==> src/rtl/race_pkg.sv <==
// race_pkg: shared types and helpers for the race-logic time decoder.
// Holds the decoder state encoding and the INF (never-fired) value helper.
package race_pkg;

  // Decoder control states: waiting for a window, timing a window, holding a result.
  typedef enum logic [1:0] {
    IDLE   = 2'd0,
    WINDOW = 2'd1,
    HOLD   = 2'd2
  } dec_state_t;

  // Timestamp value reported by a lane that never fired: all ones in a TW-bit field.
  function automatic int unsigned inf_val(input int unsigned tw);
    return (32'd1 << tw) - 32'd1;
  endfunction

endpackage

==> src/rtl/race_sync.sv <==
// race_sync: STAGES-deep per-bit synchronizer for asynchronous race-logic lanes.
// RST_VAL lets idle-high lanes come out of reset already at their idle level,
// so that a falling-edge encoding does not see a spurious edge after reset.
module race_sync #(
  parameter int   WIDTH   = 2,
  parameter int   STAGES  = 2,
  parameter logic RST_VAL = 1'b0
) (
  input  logic             clk,
  input  logic             rst_n,
  input  logic [WIDTH-1:0] d,
  output logic [WIDTH-1:0] q
);

  logic [WIDTH-1:0] stage_q [STAGES];

  // Shift each lane through the flop chain; the first stage may go metastable,
  // later stages give it a full cycle to settle before the decoder sees it.
  always_ff @(posedge clk or negedge rst_n) begin
    if (!rst_n) begin
      for (int s = 0; s < STAGES; s++) begin
        stage_q[s] <= {WIDTH{RST_VAL}};
      end
    end else begin
      stage_q[0] <= d;
      for (int s = 1; s < STAGES; s++) begin
        stage_q[s] <= stage_q[s-1];
      end
    end
  end

  assign q = stage_q[STAGES-1];

endmodule

==> src/rtl/race_time_decoder.sv <==
// race_time_decoder: turns race-logic edge arrival times into binary timestamps.
// A single-cycle 'set' opens a GAMMA-cycle window; each lane's first active
// cycle is recorded as a count of aclk cycles from the window start. Lanes that
// never fire report INF (all ones). Results are offered through out_valid/out_ready.
// Build option: define RACE_FALLING_EN for falling-edge (active-low) lanes;
// the default build uses rising-edge (active-high) lanes.
module race_time_decoder
  import race_pkg::*;
#(
  parameter int LANES       = 2,
  parameter int TW          = 5,
  parameter int GAMMA       = 16,
  parameter int SYNC_STAGES = 2
) (
  input  logic                aclk,
  input  logic                grst,
  input  logic                set,
  input  logic [LANES-1:0]    sig,
  output logic [LANES*TW-1:0] out_time,
  output logic                out_valid,
  input  logic                out_ready,
  output logic                busy,
  output logic                overrun
);

  // State encodings kept as plain constants so the state register is a bare vector.
  localparam logic [1:0] ST_IDLE   = IDLE;
  localparam logic [1:0] ST_WINDOW = WINDOW;
  localparam logic [1:0] ST_HOLD   = HOLD;

  localparam logic [TW-1:0] INF  = {TW{1'b1}};
  localparam logic [TW-1:0] LAST = TW'(GAMMA - 1);

  // Reject window lengths that cannot be counted in TW bits without reaching past INF,
  // and synchronizers too shallow to resolve metastability.
  if (GAMMA < 1 || $unsigned(GAMMA) > inf_val(TW)) begin : g_bad_gamma
    $error("race_time_decoder: GAMMA must be in 1..2^TW-1");
  end
  if (SYNC_STAGES < 2) begin : g_bad_sync
    $error("race_time_decoder: SYNC_STAGES must be at least 2");
  end

`ifdef RACE_FALLING_EN
  localparam logic SYNC_RST = 1'b1;
`else
  localparam logic SYNC_RST = 1'b0;
`endif

  logic [1:0]       state;
  logic [TW-1:0]    counter;
  logic [LANES-1:0] flag;
  logic [TW-1:0]    time_q [LANES];
  logic [LANES-1:0] sync_sig;
  logic [LANES-1:0] active;

  race_sync #(
    .WIDTH   (LANES),
    .STAGES  (SYNC_STAGES),
    .RST_VAL (SYNC_RST)
  ) u_sync (
    .clk   (aclk),
    .rst_n (grst),
    .d     (sig),
    .q     (sync_sig)
  );

`ifdef RACE_FALLING_EN
  assign active = ~sync_sig;
`else
  assign active = sync_sig;
`endif

  // Window control and per-lane capture. Every lane gets exactly one value per
  // window: its first active cycle, or INF once the last window cycle passes.
  // A set that arrives outside IDLE (including the handshake cycle) is dropped
  // and flagged for one cycle so the producer knows a request was lost.
  always_ff @(posedge aclk or negedge grst) begin
    if (!grst) begin
      state   <= ST_IDLE;
      counter <= '0;
      flag    <= '0;
      overrun <= 1'b0;
      for (int i = 0; i < LANES; i++) begin
        time_q[i] <= '0;
      end
    end else begin
      overrun <= 1'b0;
      case (state)
        ST_IDLE: begin
          if (set) begin
            state   <= ST_WINDOW;
            counter <= '0;
            flag    <= '0;
          end
        end
        ST_WINDOW: begin
          if (set) begin
            overrun <= 1'b1;
          end
          for (int i = 0; i < LANES; i++) begin
            if (!flag[i] && active[i]) begin
              time_q[i] <= counter;
              flag[i]   <= 1'b1;
            end else if (!flag[i] && counter == LAST) begin
              time_q[i] <= INF;
            end
          end
          counter <= counter + 1'b1;
          if (counter == LAST) begin
            state <= ST_HOLD;
          end
        end
        ST_HOLD: begin
          if (set) begin
            overrun <= 1'b1;
          end
          if (out_ready) begin
            state <= ST_IDLE;
          end
        end
        default: begin
          state <= ST_IDLE;
        end
      endcase
    end
  end

  // Present all lanes side by side, lane i in bits [i*TW +: TW].
  always_comb begin
    out_time = '0;
    for (int i = 0; i < LANES; i++) begin
      out_time[i*TW +: TW] = time_q[i];
    end
  end

  assign out_valid = (state == ST_HOLD);
  assign busy      = (state != ST_IDLE);

endmodule

==> config.mk <==
export PLATFORM = sky130hd
export DESIGN_NAME = race_time_decoder
export DESIGN_NICKNAME = d
export VERILOG_FILES = /design/src/rtl/race_pkg.sv /design/src/rtl/race_sync.sv /design/src/rtl/race_time_decoder.sv
export SDC_FILE = /design/constraint.sdc
export NUM_CORES = 1
export LEC_CHECK = 0
export BUFFER_PORTS_ARGS = -buffer_cell sky130_fd_sc_hd__buf_2
export CAP_MARGIN = 15
export CELL_PAD_IN_SITES_DETAIL_PLACEMENT = 0
export CELL_PAD_IN_SITES_GLOBAL_PLACEMENT = 2
export CORE_AREA = 10 10 53 86
export CTS_BUF_LIST = sky130_fd_sc_hd__clkbuf_16
export DETAILED_ROUTE_END_ITERATION = 6
export DIE_AREA = 0 0 63 96
export PLACE_DENSITY = 0.77
export SETUP_SLACK_MARGIN = 0.02
export SKIP_CTS_REPAIR_TIMING = 1
export SLEW_MARGIN = 20
export SYNTH_ARGS = -nofsm -noshare
export SYNTH_HDL_FRONTEND = slang
export SYNTH_HIERARCHICAL = 1
export SYNTH_SLANG_ARGS = --single-unit
==> constraint.sdc <==
create_clock -name aclk -period 2.2 [get_ports aclk]
set_input_delay 0.11 -clock aclk [delete_from_list [all_inputs] [get_ports aclk]]
set_output_delay 0.11 -clock aclk [all_outputs]
set_load 0.02 [all_outputs]
Yosys cells after proc, flatten, opt, wreduce, memory -nomap -nowiden
Cells that the tools add are included.

cells by class
  eq/ne operators = 8
  add/subtract/negate cells = 1
  reductions and logical operators = 18
  mux-type cells = 16

operators by type and width
  cell                                                 count
  two-way mux 5 bit                                    5
  case mux 5 bit (2 select lines)                      1
  AND reduction 3 bit                                  3
  two-way mux 2 bit                                    4
  != test 2 bit, second input constant                 4
  nonzero test 2 bit                                   4
  case mux 2 bit (3 select lines)                      1
  AND reduction 2 bit                                  3
  adder 5 x 1 -> 5 bit, second input constant          1
  equality test 5 x 4 -> 1 bit, second input constant  1
  logical AND 1 bit                                    4
  two-way mux 1 bit                                    4
  case mux 2 bit (2 select lines)                      1
  equality test 2 x 1 -> 1 bit, second input constant  1
  equality test 2 bit, second input constant           1
  logical NOT 1 bit                                    2
  logical NOT 2 bit                                    1
  != test 2 x 1 -> 1 bit, second input constant        1
  OR reduction 2 bit                                   1

word-level totals
  register bits after elaboration = 24
  logic and storage cells = 52
  input port bits = 6

Depth between registers and ports, before layout
Gate-level depths: netlist of the first run.

  word-level depth = 4
  gate-level depth with buffers = 6
  mapped depth without buffers = 6

Modules after synthesis
Netlist of the first run, hierarchy kept.

by module, submodules not included
  module             cells an instance  sequential area each (um2)  area an instance (um2)  instances
  race_time_decoder  79                 500.5                       965.9                   1
  race_sync          6                  100.1                       115.1                   1

Worst setup path before layout of the first run
No wires, ideal clock.

  kind = flip-flop to flip-flop
  start = reg counter[0]
  end = reg state[0]
  setup time = 125 ps
  path buffers = 0
  data arrival time = 1,567 ps
  setup slack = 507 ps
  clock period less this slack = 1,693 ps
  required time = 2,075 ps
  stages on the path, launching flop included = 7
  cell sequence = dfrtp_1 > ha_1 > and3_1 > ha_1 > inv_2 > a221oi_4 > mux2_4

between the ends
  cells in the longest elaborated chain, start to end = 3

RTL lines
  element                               line                      RTL
  from (decl)                           race_time_decoder.sv:50   logic [TW-1:0] counter;
  from (signal assigned)                race_time_decoder.sv:108  counter <= counter + 1'b1;
  equality test 5 x 4 -> 1 bit          race_time_decoder.sv:109  if (counter == LAST) begin
  != test 2 bit (no source line)        n/a
  AND reduction 3 bit (no source line)  n/a
  to (signal assigned)                  race_time_decoder.sv:110  state <= ST_HOLD;
  to (signal assigned)                  race_time_decoder.sv:118  state <= ST_IDLE;
  to (signal assigned)                  race_time_decoder.sv:122  state <= ST_IDLE;
  to (decl)                             race_time_decoder.sv:49   logic [1:0] state;

Every way passes these cells.
A chain may end at the register's enable or synchronous reset.

Worst setup path after layout of the first run
Ends and elaborated chain as after synthesis.

==> results of run 1 <==
-- worst max path at each step --
stage / startpoint / end / cells past startpoint
floorplan: counter[0] / state[0] / 6
global placement: state[1] / out_time[5] / 4
detailed placement: counter[0] / state[0] / 6
CTS: counter[0] / state[0] / 6
global route: counter[0] / state[0] / 6
finish: counter[0] / state[0] / 6
-- per-layer routing --
metal  up-vias  routed length, um
met5         -                  0
met2        12               1221
met3         5                 87
met1       342                938
li1        340                  -
met4         0                 44
-- kinds of logic after synthesis --
logic type	after synthesis
AO/OA/AOI/OAI	21
AND/OR/NAND/NOR	22
buffers and inverters	9
multiplexers	3
flip-flops	24
adder cells (fa/ha/maj)	6
-- stage by stage --
step           instance area [um^2]  total power (W)  cells  hold WS (ns)
2_1_floorplan                  1081         0.001361     85       -0.1856
3_3_place_gp                   1202         0.001606    143        0.1201
3_5_place_dp                   1202         0.001625    143        0.1338
4_1_cts                        1277         0.002012    146       -0.1386
5_1_grt                        1308         0.002137    149        0.1757
6_report                       1308         0.001980    149        0.1608
-- area by class of cell --
| type | instances | area, um^2 | share of cell area |
|---|---|---|---|
| Clock buffer | 3 | 75.07 | 0.05742 |
| Inverter | 6 | 22.52 | 0.01722 |
| Multi-Input combinational cell | 52 | 435.4 | 0.3330 |
| Sequential cell | 24 | 600.6 | 0.4593 |
| Tap cell | 43 | 53.80 | 0.04115 |
| Timing Repair Buffer | 21 | 120.1 | 0.09187 |
-- power by group through the flow --
| stage | logic, W | clock network, W | registers (W) |
|---|---|---|---|
| after CTS | 0.000871 | 0.000390 | 0.000750 |
| after global placement | 0.000854 | 0 | 0.000752 |
| final | 0.000852 | 0.000382 | 0.000746 |
| after detailed placement | 0.000867 | 0 | 0.000758 |
| after floorplan | 0.000506 | 0 | 0.000856 |
| after global routing | 0.000948 | 0.000413 | 0.000775 |
-- layout by cell type, fill, tap and decap left out, types with 2 or more instances in the layout --
cell type,instances
nor3b_2,2
nand2_1,6
inv_1,5
o21ai_0,3
nand2b_1,3
a21oi_1,4
buf_2,18
nand3b_2,2
mux2_4,2
dfrtp_1,24
ha_1,6
nor2_1,4
clkbuf_16,3
o22a_1,10
and3_1,2
dlygate4sd3_1,3
-- registers in the layout, summed over array words and instances (netlist names) --
signal,flops
out_time,10
u_sync/stage_q,2
flag,2
counter,5
u_sync/q,2
state,2
overrun,1
-- cells in the mapped netlist, drive strengths merged --
library cell and number:
nand2b 3, nor2 4, nor2b 1, inv 6, nand2 6, ha 6, a22o 1, and2 1
and3 2, dfrtp 24, nand3b 2, o21ai 3, buf 3, nor3b 2, mux2 2, nand4b 1
a221oi 1, a21oi 4, o211ai 1, mux2i 1, o22a 10, a32o 1
-- critical path: stages, from the launching register on --
cell and delay [ns]:
dfrtp_1 0.42, ha_1 0.21, and3_1 0.16, ha_1 0.19
inv_2 0.06, a221oi_4 0.33, mux2_4 0.33
==> results by group, run 1 <==
Synthesis
  • Post-synthesis xor/xnor area fraction: 0
  • Mapped Area: 1081 um^2
  • Area share of fa/ha/maj cells after synthesis: 0.06944
  • Compound-Gate Fraction of Synth Area: 0.1620
  • Sequential area share after synthesis: 0.5556
  • Mux contribution to synthesized area: 0.03704
  • Register bit count reported by yosys: 24
  • Largest cells by area after synthesis: dfrtp_1 56%, o22a_1 8.1%, ha_1 6.9%
  • Largest family of logic cells by synthesized area: compound AO/OA/AOI/OAI gates
  • Mapped Avg Cell Area: 12.72 um^2
  • Post-synthesis simple-gate area fraction: 0.1343
  • Syn Inst Count: 85
  • Post-synth cell types: 23
  • Yosys top cell area share: 0.5556
  • Syn Nets: 97
  • Synth warn: 6
  • Yosys top cell by area: dfrtp_1

Final layout
  • Layout cells sized above 1: 0.2830
  • # nets final: 120
  • Final antenna diode count: 0
  • Filler cell count: 311
  • Final core occ: 0.4162
  • Area delta synth->final: 20.95%

Run
  • Max-cap violations: 0

Route
  • Post-DR vias/cell: 4.691
  • Initial DRC Count: 13
  • Antenna-violating nets left: 0
  • DR WL/cell: 15.38 um
  • DR pass1 iterations: 3
  • WL final: 2291 um
  • DRC: 0
  • Total number of vias: 699

Timing
  • Final setup fails: 0
  • RSZ-0062 raised after global routing: no
  • Final WS setup: 0.3705 ns
  • FMAX: 546.6 MHz
  • Setup_tns: 0 ns
  • Minimum clock period: 1.829 ns
  • Max-slew headroom: 0.6356
  • Worst-margin pin slew: 0.5466 ns
  • Part of the cycle the worst path needs: 0.8316
  • Max-slew violations: 0
  • Worst Skew: 0.004152 ns
  • Hold violation count in the final report: 0

Critical path
  • Worst EP required: 2.34 ns
  • CP Capture Type: register
  • Worst setup SP type: register
  • Reg2reg start: counter[0]
  • Crit path max fanout: 6
  • Reg-to-reg slack, setup: 0.37 ns
  • CP arrival: 1.97 ns
  • Reg2reg end: state[0]
  • Reg2reg path depth: 6
  • Crit path kind: register to register

CTS
  • # H-tree levels: 1
  • Skew-Pair Late Insertion Delay: 0.25 ns
  • Worst-path clk slew: 0.06 ns
  • CTS Buf Count: 3
  • CTS root buf: clkbuf_16
  • Clock sinks: 24
  • TritonCTS clock tree: built
  • Clock Tree Buf Depth: 2

GRT
  • Pin count of the biggest net entering global routing: 25
  • Total global routing track utilization: 0.08231
  • M1 GR Usage: 0.08809
  • First-pass GRT wire length: 3870 um
  • GRT overflow: 0
  • Top Usage Layer GRT: met2
  • GRT met3 Usage: 0.02093
  • M2 GR Usage: 0.1454
  • Vias in the first global route: 780
  • Antenna violations before repair: 0

Min path
  • WHS Endpoint: overrun
  • Hold Path Stages: 2
  • HP Start: set
  • Hold crit path type: primary input to register

Placed design
  • PortBufs: 18
  • Setup WS pre-CTS: 0.3823 ns
  • DPL Wire Length: 1767 um
  • Routability cong.: 0.7449

Power and ir drop
  • P_sw: 0.0007476 W
  • Sw frac: 0.3776
  • PwrDens: 1514 nW/um^2
  • Leak Pwr: 0.6097 nW
  • VDD IR max: 0.0006086 V
  • Comb power frac: 0.430
  • Clk network pwr share: 0.193
  • Flop pwr share: 0.377
  • Cell internal pwr: 0.001232 W

Die
  • Die height: 96 um
  • Initial Util: 0.3441
  • Core area: 3142 um^2
  • Placement Rows: 27
  • IO Pins: 19
  • Die Area: 6048 um^2
  • Die width: 63 um

Status
  • Status: finished clean
(Power assumes the default switching activity.)
==> run 2: changes to the inputs <==
- ABC_AREA: unset -> 1
- CORE_AREA: 10 10 53 86 -> 10 10 55 90
- DIE_AREA: 0 0 63 96 -> 0 0 65 100
- PLACE_DENSITY: 0.77 -> 0.76
- clock period: 2.2 -> 1.84 ns (I/O delays scaled with it)
==> run 2 against run 1 <==
Against the previous run: final cell count grew 25%; sequential power is 16% higher; combinational power grew 11%; clock-buffer cell count did not move; worst setup slack got worse by 0.043 ns; worst hold slack worse by 0.11 ns; sequential share of layout area fell by 0.088 points; maximum frequency is 21% higher; global-route usage down 0.83 points.
==> results by group, run 2 <==
Status
  • Status: finished clean

Final layout
  • Layout cells sized above 1: 0.2000 (-0.08302)
  • Area delta synth->final: 22.60%
  • Post-Layout Cell Count: 186 (+25%)
  • Final antenna diode count: 0 (unchanged)
  • # nets final: 153 (+28%)
  • Commonest non-fill, non-tap cell in the layout: dfrtp_1
  • Max reg flops: 10 (unchanged)
  • Most frequent cells in the layout: 24 x dfrtp_1, 22 x inv_1, 18 x nand2_1, 18 x buf_2, 16 x nor2_1
  • Filler cell count: 388 (+25%)

Synthesis
  • Largest cells by area after synthesis: dfrtp_1 56%, inv_1 7.7%, ha_1 7.0%
  • Commonest cells post-synth: 24 x dfrtp_1, 22 x inv_1, 18 x nand2_1
  • Post-synth EDFFs: 0 (unchanged)
  • Syn Nets: 129 (+33%)
  • Most numerous cell in the Yosys netlist: dfrtp_1
  • Yosys top cell by area: dfrtp_1
  • Mapped Area: 1069 um^2 (-1.2%)
  • Syn Inst Count: 117 (+38%)
  • Mapped Avg Cell Area: 9.133 um^2 (-28%)
  • Post-synth cell types: 14 (-39%)
  • Synth Flop Type: dfrtp_1
  • Synth warn: 6 (unchanged)
  • Register bit count reported by yosys: 24 (unchanged)
  • Sequential area share after synthesis: 0.5621 (+0.006505)
  • Yosys top cell area share: 0.5621 (+0.006505)
  • Ys async rst share: 1.000 (unchanged)

Critical path
  • Reg2reg end: state[1]
  • Crit path kind: register to register
  • CP arrival: 1.64 ns (-0.33 ns)
  • Worst setup SP type: register
  • Reg-to-reg slack, setup: 0.33 ns (-0.04 ns)
  • Worst-path cell chain: ha_1 -> nand2_1 -> nor2_1 -> ha_1 -> inv_1 -> nand2_1 -> nand3_1 -> nand2_1 -> o21ai_0
  • CP max stage delay: 0.43 ns (about the same)
  • Crit path max fanout: 5 (-1)
  • Reg2reg path depth: 9 (+3)
  • Reg2reg start: counter[1]
  • Slowest cell on crit path: dfrtp_1
  • Worst EP required: 1.97 ns (-0.37 ns)
  • Most used cell, CP: nand2_1
  • CP Capture Type: register

Die
  • IO Pins: 19 (unchanged)
  • Placement Rows: 29 (+7.4%)
  • Die Area: 6500 um^2 (+7.5%)
  • Die width: 65 um (+3.2%)
  • Initial Util: 0.3036 (-0.04050)
  • Die height: 100 um (+4.2%)
  • Core area: 3520 um^2 (+12%)

Timing
  • Hold violation count in the final report: 0 (unchanged)
  • Max-slew headroom: 0.6390 (+0.003398)
  • Worst Skew: 0.001092 ns (-0.003060 ns)
  • Worst-margin pin slew: 0.5416 ns (-0.005097 ns)
  • RSZ-0062 raised after global routing: no
  • Setup_tns: 0 ns (unchanged)
  • Minimum clock period: 1.512 ns (-0.3172 ns)
  • Part of the cycle the worst path needs: 0.8219 (-0.009686)
  • FMAX: 661.2 MHz (+21%)
  • Max-slew violations: 0 (unchanged)
  • Final setup fails: 0 (unchanged)

CTS
  • CTS root buf: clkbuf_16
  • Worst-path clk slew: 0.06 ns (about the same)
  • Skew-Pair Late Insertion Delay: 0.25 ns (about the same)
  • Clock Tree Buf Depth: 2 (unchanged)
  • CTS Buf Count: 3 (unchanged)
  • TritonCTS clock tree: built
  • Clock sinks: 24 (unchanged)
  • # H-tree levels: 1 (unchanged)

Route
  • DR WL/cell: 11.73 um (-24%)
  • WL final: 2181 um (-4.8%)
  • Met3 Routed Length: 140 um (+61%)
  • Total number of vias: 778 (+11%)
  • Antenna-violating nets left: 0 (unchanged)
  • Initial DRC Count: 10 (-3)
  • Met2 wire len: 1177 um (-3.6%)
  • Routed length on met1: 829 um (-12%)
  • DR pass1 iterations: 3 (unchanged)
  • Top layer in use: met4
  • DRC: 0 (unchanged)
  • Post-DR vias/cell: 4.183 (-11%)

Placed design
  • Placed cell count: 179 (+25%)
  • Routability cong.: 0.7237 (-2.8%)
  • PortBufs: 18 (unchanged)
  • DPL Wire Length: 1728 um (-2.2%)

Min path
  • HP Start: set
  • Hold Path Stages: 3 (+1)
  • Hold crit path type: primary input to register
  • WHS Endpoint: overrun

Power and ir drop
  • Total power: 0.002275 W (+15%)
  • Leak Pwr: 0.6969 nW (+14%)
  • VDD IR max: 0.0006363 V (+4.6%)
  • PwrDens: 1737 nW/um^2 (+15%)

GRT
  • Vias in the first global route: 871 (+12%)
  • Total global routing track utilization: 0.07398 (-0.008325)
  • GRT overflow: 0 (unchanged)
  • Pin count of the biggest net entering global routing: 25 (unchanged)
  • First-pass GRT wire length: 3877 um (+0.18%)
  • Antenna violations before repair: 0 (unchanged)

Run
  • Max-cap violations: 0 (unchanged)
-- run 2: kinds of logic (layout without fill, tap and decap cells) --
logic type | after synthesis | count (layout) | synth area share
compound gates | 20 | 20 | 0.1019
fa+ha+maj | 6 | 6 | 0.07026
buf+inv | 25 | 48 | 0.09484
flops | 24 | 24 | 0.5621
simple gates | 42 | 42 | 0.1710
-- run 2: routing by layer --
layer / vias up / track usage
met2: 16 / 0.1395
met5: - / 0
met1: 357 / 0.06869
li1: 401 / -
met3: 4 / 0.02676
met4: 0 / 0.02980
-- run 2: worst max path at each step --
stage	startpoint	endpoint	slack (ns)
after global routing	counter[1]	state[0]	0.14
after CTS	counter[0]	state[1]	0.32
after detailed placement	counter[0]	state[0]	0.32
final	counter[1]	state[1]	0.33
after floorplan	counter[0]	state[1]	0.47
after global placement	counter[0]	state[1]	0.37
-- run 2: critical path, delay by kind of cell, from the launching register on --
family,cells,cell delay (ns)
buffers and inverters,1,0.06
AND/OR/NAND/NOR,5,0.39
adder cells (fa/ha/maj),2,0.43
AO/OA/AOI/OAI,1,0.07
flip-flops,1,0.43
-- run 2: stage by stage --
stage | utilization | cell area [um^2] | hold WS, ns | setup WS [ns]
after floorplan | - | 1069 | -0.2036 | 0.4692
after global placement | 0.3413 | 1201 | 0.09828 | 0.3730
after detailed placement | 0.3413 | 1201 | 0.1094 | 0.3228
after CTS | 0.3637 | 1280 | -0.1628 | 0.3185
after global routing | 0.3722 | 1310 | 0.07844 | 0.1370
final | 0.3722 | 1310 | 0.05452 | 0.3277
-- run 2: final cells by class --
type	count	area (um^2)	area share
Sequential cell	24	600.6	0.4585
Multi-Input combinational cell	68	366.6	0.2798
Timing Repair Buffer	21	120.1	0.09169
Inverter	23	86.33	0.06590
Clock buffer	3	75.07	0.05731
Tap cell	46	57.56	0.04393
Clock inverter	1	3.754	0.002865
-- run 2: where the power goes --
part | total (W) | switching [W] | internal (W) | leakage [nW]
combinational | 0.000944 | 0.000621 | 0.000323 | 0.364
sequential | 0.000869 | 0.000138 | 0.000731 | 0.294
clock | 0.000461 | 0.000171 | 0.000290 | 0.0385
